`config.mk`:
```
export PLATFORM = sky130hd
export DESIGN_NAME = down_counter_timer_flat
export DESIGN_NICKNAME = d
export VERILOG_FILES = /design/src/rtl/down_counter_timer_if.sv /design/src/rtl/down_counter_timer.sv /design/src/flat_wrapper.sv
export SDC_FILE = /design/constraint.sdc
export NUM_CORES = 1
export LEC_CHECK = 0
export CORE_ASPECT_RATIO = 0.9
export CORE_MARGIN = 2
export CORE_UTILIZATION = 57
export CTS_CLUSTER_SIZE = 40
export DETAILED_ROUTE_END_ITERATION = 10
export DONT_BUFFER_PORTS = 1
export PLACE_DENSITY = 0.72
export SYNTH_ARGS = -nofsm -noshare
export SYNTH_HDL_FRONTEND = slang
export SYNTH_SLANG_ARGS = --single-unit
```
`constraint.sdc`:
```
create_clock -name clk -period 1.9 [get_ports clk]
set_input_delay 0 -clock clk [delete_from_list [all_inputs] [get_ports clk]]
set_output_delay 0 -clock clk [all_outputs]
set_load 0.01 [all_outputs]
```
`src/rtl/down_counter_timer_if.sv`:
```
// Control and status bundle for the down-counter/timer.
// The master drives load/enable/mode; the slave (the timer) returns count, pulse and busy.
interface down_counter_timer_if #(
    parameter int WIDTH = 8
);
    logic             load_i;
    logic [WIDTH-1:0] load_val_i;
    logic             en_i;
    logic             auto_reload_i;
    logic [WIDTH-1:0] q_o;
    logic             tc_o;
    logic             busy_o;

    modport master (
        output load_i, load_val_i, en_i, auto_reload_i,
        input  q_o, tc_o, busy_o
    );

    modport slave (
        input  load_i, load_val_i, en_i, auto_reload_i,
        output q_o, tc_o, busy_o
    );
endinterface

```
`src/rtl/down_counter_timer.sv`:
```
// Loadable down-counter/timer with a one-cycle terminal-count pulse and
// optional auto-reload; never wraps below zero.
module down_counter_timer #(
    parameter int WIDTH = 8
) (
    input  logic                 clk,
    input  logic                 rst_n,
    down_counter_timer_if.slave  bus
);
    typedef enum logic {IDLE = 1'b0, RUN = 1'b1} state_t;

    localparam logic [WIDTH-1:0] ZERO = '0;
    localparam logic [WIDTH-1:0] ONE  = WIDTH'(1);

    state_t           state_q, state_d;
    logic [WIDTH-1:0] count_q, count_d;
    logic [WIDTH-1:0] reload_q, reload_d;
    logic             tc_q, tc_d;

    always_ff @(posedge clk or negedge rst_n) begin
        if (!rst_n) begin
            state_q  <= IDLE;
            count_q  <= ZERO;
            reload_q <= ZERO;
            tc_q     <= 1'b0;
        end else begin
            state_q  <= state_d;
            count_q  <= count_d;
            reload_q <= reload_d;
            tc_q     <= tc_d;
        end
    end

    always_comb begin
        state_d  = state_q;
        count_d  = count_q;
        reload_d = reload_q;
        tc_d     = 1'b0;
        if (bus.load_i) begin
            // A load always wins and suppresses any expiry on this edge.
            count_d  = bus.load_val_i;
            reload_d = bus.load_val_i;
            state_d  = (bus.load_val_i != ZERO) ? RUN : IDLE;
        end else if (state_q == RUN && bus.en_i) begin
            if (count_q > ONE) begin
                count_d = count_q - ONE;
            end else if (count_q == ONE) begin
                tc_d = 1'b1;
                if (bus.auto_reload_i) begin
                    count_d = reload_q;
                end else begin
                    count_d = ZERO;
                    state_d = IDLE;
                end
            end else begin
                // Zero in RUN is unreachable; fall back to IDLE rather than wrap.
                state_d = IDLE;
            end
        end
    end

    always_comb begin
        bus.q_o    = count_q;
        bus.tc_o   = tc_q;
        bus.busy_o = (state_q == RUN);
    end
endmodule

```
`src/flat_wrapper.sv`:
```
// flat-port wrapper written by rule: the top's interface ports become plain ports
module down_counter_timer_flat 
#(
    parameter int WIDTH = 8
)
  (clk, rst_n, bus_load_i, bus_load_val_i, bus_en_i, bus_auto_reload_i, bus_q_o, bus_tc_o, bus_busy_o);
  down_counter_timer_if #(.WIDTH(WIDTH)) bus_i ();
  input  logic clk;
  input  logic rst_n;
  input wire logic [$bits(bus_i.load_i)-1:0] bus_load_i;
  input wire logic [$bits(bus_i.load_val_i)-1:0] bus_load_val_i;
  input wire logic [$bits(bus_i.en_i)-1:0] bus_en_i;
  input wire logic [$bits(bus_i.auto_reload_i)-1:0] bus_auto_reload_i;
  output wire logic [$bits(bus_i.q_o)-1:0] bus_q_o;
  output wire logic [$bits(bus_i.tc_o)-1:0] bus_tc_o;
  output wire logic [$bits(bus_i.busy_o)-1:0] bus_busy_o;
  assign bus_i.load_i = bus_load_i;
  assign bus_i.load_val_i = bus_load_val_i;
  assign bus_i.en_i = bus_en_i;
  assign bus_i.auto_reload_i = bus_auto_reload_i;
  assign bus_q_o = bus_i.q_o;
  assign bus_tc_o = bus_i.tc_o;
  assign bus_busy_o = bus_i.busy_o;
  down_counter_timer #(.WIDTH(WIDTH)) u_core (.clk(clk), .rst_n(rst_n), .bus(bus_i));
endmodule
```
==> results.cfg <==
[status]
status = complete, no violations

[worst_setup_path]
end_kind = flop
rr_startpoint = u_core.bus.q_o[1]
cp_cell_sequence = inv_1 > ha_1 > buf_4 > nand4b_2 > a31oi_4 > a21o_1 > a221o_1
critPathSlowestCell = dfrtp_2
crit_arrival_ps = 2000
path_max_fanout = 9
r2r_end = u_core.bus.q_o[0]
rrSetupSlack_ps = 90
worst-setup-path-type = flop to flop
critPathMaxStageDelay_ps = 420
worst_setup_path_start_kind = flop
worstPathRequired_ps = 2090
rr_worst_depth = 7

[die]
fp-row-count = 15
die_h_um = 46.1
core_region_area_mm2 = 0.00190
ios = 23
dieArea_mm2 = 0.00235
start_util_pct = 59.3
die_w_um = 50.8

[detailed_routing]
first_iter_violations = 36
dr_wl_met3_um = 222
vias = 1016
routedWlPerCell_um = 17.9
wl_met2_mm = 1.31
drt_wl_total_mm = 2.84
top_layer_used = met4
via_per_inst = 6.39
met1Wirelength_mm = 1.25
drc = 0
dr.pass1.iters = 4
ant_nets = 0

[clock_tree]
cts_buffer_depth = 2
clkLatencyLatePin_ps = 300
cts_root_buf = clkbuf_4
cts_made_buffers = 3
clock_sinks = 18
cts_tree = yes
clk_pin_slew_worst_paths_ps = 110
h-tree-depth = 1

[timing]
min_period_over_period_pct = 95.4
rsz0062_at_grt = true
max_freq_mhz = 552
worst_slack_ps = 88.3
setup_viol = 0
tns_ps = 0
relSlewSlack_pct = 34.6
min_period_ps = 1810
skew_ps = 3.41
maxSlewViolCount = 0
worst_pin_slew_ps = 978
hold_viol = 0

[yosys]
synth.largest_area_cell = dfrtp_1
syn_area_mm2 = 0.00112
ys_types = 45
netlist_instances = 112
synth_nets = 127
yosysWarningCount = 0
synth_ff_type = dfrtp_1
post-synth-top-area-fraction_pct = 40.0
ys_seq_area_share_pct = 40.0
avgSynthCellArea_um2 = 10.0
async_flop_share_pct = 100
ys_ff_latch = 18
synth_edf_count = 0
ys_top_cells_by_area = dfrtp_1 (40%), mux2_2 (5.0%), nand2_1 (3.3%), o21ai_0 (2.7%), o21ai_1 (2.7%)

[placement]
io_buffers = 0
dpl.hpwl_mm = 1.93
pre_cts_slack_ps = 67.3
gp_congestion = 0.910

[power]
power_density_mw_per_mm2 = 762
ir_drop_v = 0.000599
p_leak_nw = 0.590

[hold_path]
whs_endpoint = u_core.bus.q_o[7]
hold_class = input pin to flop
whs_path_depth = 3
hp-start = bus_load_i

[final_layout]
drive_above_1_share_pct = 22.4
final_nets = 150
diodes = 0
area_delta_synth_final_pct = 21.5
n_fill_cell = 139

[global_route]
overflow = 0
first_global_vias = 971
grt_start_max_net_pins = 27
grt.total_usage_pct = 26.9
grt_antenna_before_repair = 0
grt_pass1_wl_mm = 4.55

[job]
cap_violations = 0
-- per-stage QoR --
| stage | hold slack, ps | total power, mW | instances | util [%] | instance area (um2) |
|---|---|---|---|---|---|
| finish | 6.18 | 1.04 | 159 | 72.1 | 1370 |
| global route | 11.5 | 1.09 | 159 | 72.1 | 1370 |
| CTS | 10.3 | 1.03 | 158 | 71.2 | 1350 |
| detailed placement | -295 | 0.748 | 142 | 62.9 | 1190 |
| global placement | -295 | 0.742 | 142 | 62.9 | 1190 |
| floorplan | -296 | 0.672 | 112 | - | 1120 |
-- layer usage --
metal / track usage, % / vias up
met3: 6.49 / 6
met5: 0 / -
met2: 40.5 / 41
met4: 11.9 / 0
li1: - / 472
met1: 37.2 / 497
-- flip-flops by register name, indices dropped and copies added, names as in the netlist --
register and count:
u_core.bus.q_o 8, u_core.reload_q 8, u_core.bus.tc_o 1, u_core.bus.busy_o 1
-- repair_timing --
item | in CTS | in global routing
endpoints found under the hold margin | 36 | 0
buffers inserted | 0 | 1
hold buffers | 12 | 0
endpoints found under the setup margin | 0 | 5
gates resized for setup | 0 | 2
-- critical path: cells and delay by family, from the launching register on --
kind	cells	cell delay, ps
AOI/OAI and AO/OA	3	670
DFF	1	420
buffers and inverters	2	240
adders and majority gates	1	230
and+or+nand+nor	1	130
-- cell usage in the layout, fill, tap and decap left out, types with 3 or more instances in the layout --
cell type	n
dfrtp_1	17
dlygate4sd3_1	12
buf_4	11
nand2_1	10
inv_1	7
o21ai_1	6
o21ai_0	6
mux2_2	5
nor3_1	4
or4_1	3
nor2_1	3
nor4_1	3
a221oi_1	3
clkbuf_4	3
-- report_power, final --
group	total [mW]	leakage [nW]	internal, mW	switching [mW]
Combinational	0.323	0.352	0.150	0.173
Sequential	0.475	0.217	0.426	0.0487
Clock	0.244	0.0210	0.117	0.127
Total	1.04	0.590	0.694	0.348
-- synth_stat cells (2+ instances only) --
cell type	number
or4_1	3
a221oi_1	3
nor3_1	4
nand2_1	10
mux2i_1	2
nor2_1	3
or3_1	2
o21ai_1	6
buf_6	2
o211ai_2	2
o32ai_1	2
a21oi_1	2
inv_1	7
nor4b_1	2
nor4_1	3
a22oi_1	2
dfrtp_1	18
mux2_2	5
o21ai_0	6
ha_1	2
a31oi_1	2
-- kinds of logic after synthesis --
group | share of synthesized area (%)
DFF | 40.0
muxes | 6.79
buffers and inverters | 5.78
AOI/OAI and AO/OA | 20.5
and+or+nand+nor | 24.7
adders and majority gates | 2.22
-- worst max path at each step --
stage / to / depth (start not counted) / start / slack, ps
after floorplan: u_core.bus.q_o[0] / 6 / u_core.bus.q_o[0] / 160
after global placement: u_core.bus.q_o[4] / 5 / u_core.bus.q_o[6] / 70
after CTS: u_core.bus.q_o[4] / 5 / u_core.bus.q_o[6] / 30
after global routing: u_core.bus.q_o[0] / 7 / u_core.bus.q_o[1] / -0.7
final: u_core.bus.q_o[0] / 7 / u_core.bus.q_o[1] / 90
after detailed placement: u_core.bus.q_o[0] / 6 / u_core.bus.q_o[1] / 70
-- layout make-up --
type / instances / area [um2] / share of cell area (%)
inverters: 7 / 26.3 / 1.92
clock buffers: 4 / 36.3 / 2.66
multi-input cells: 82 / 618 / 45.2
flip-flops and latches: 18 / 452 / 33.1
well taps: 25 / 31.3 / 2.29
repair buffers: 23 / 203 / 14.8
Note: power is estimated with default switching activity, not from simulation.
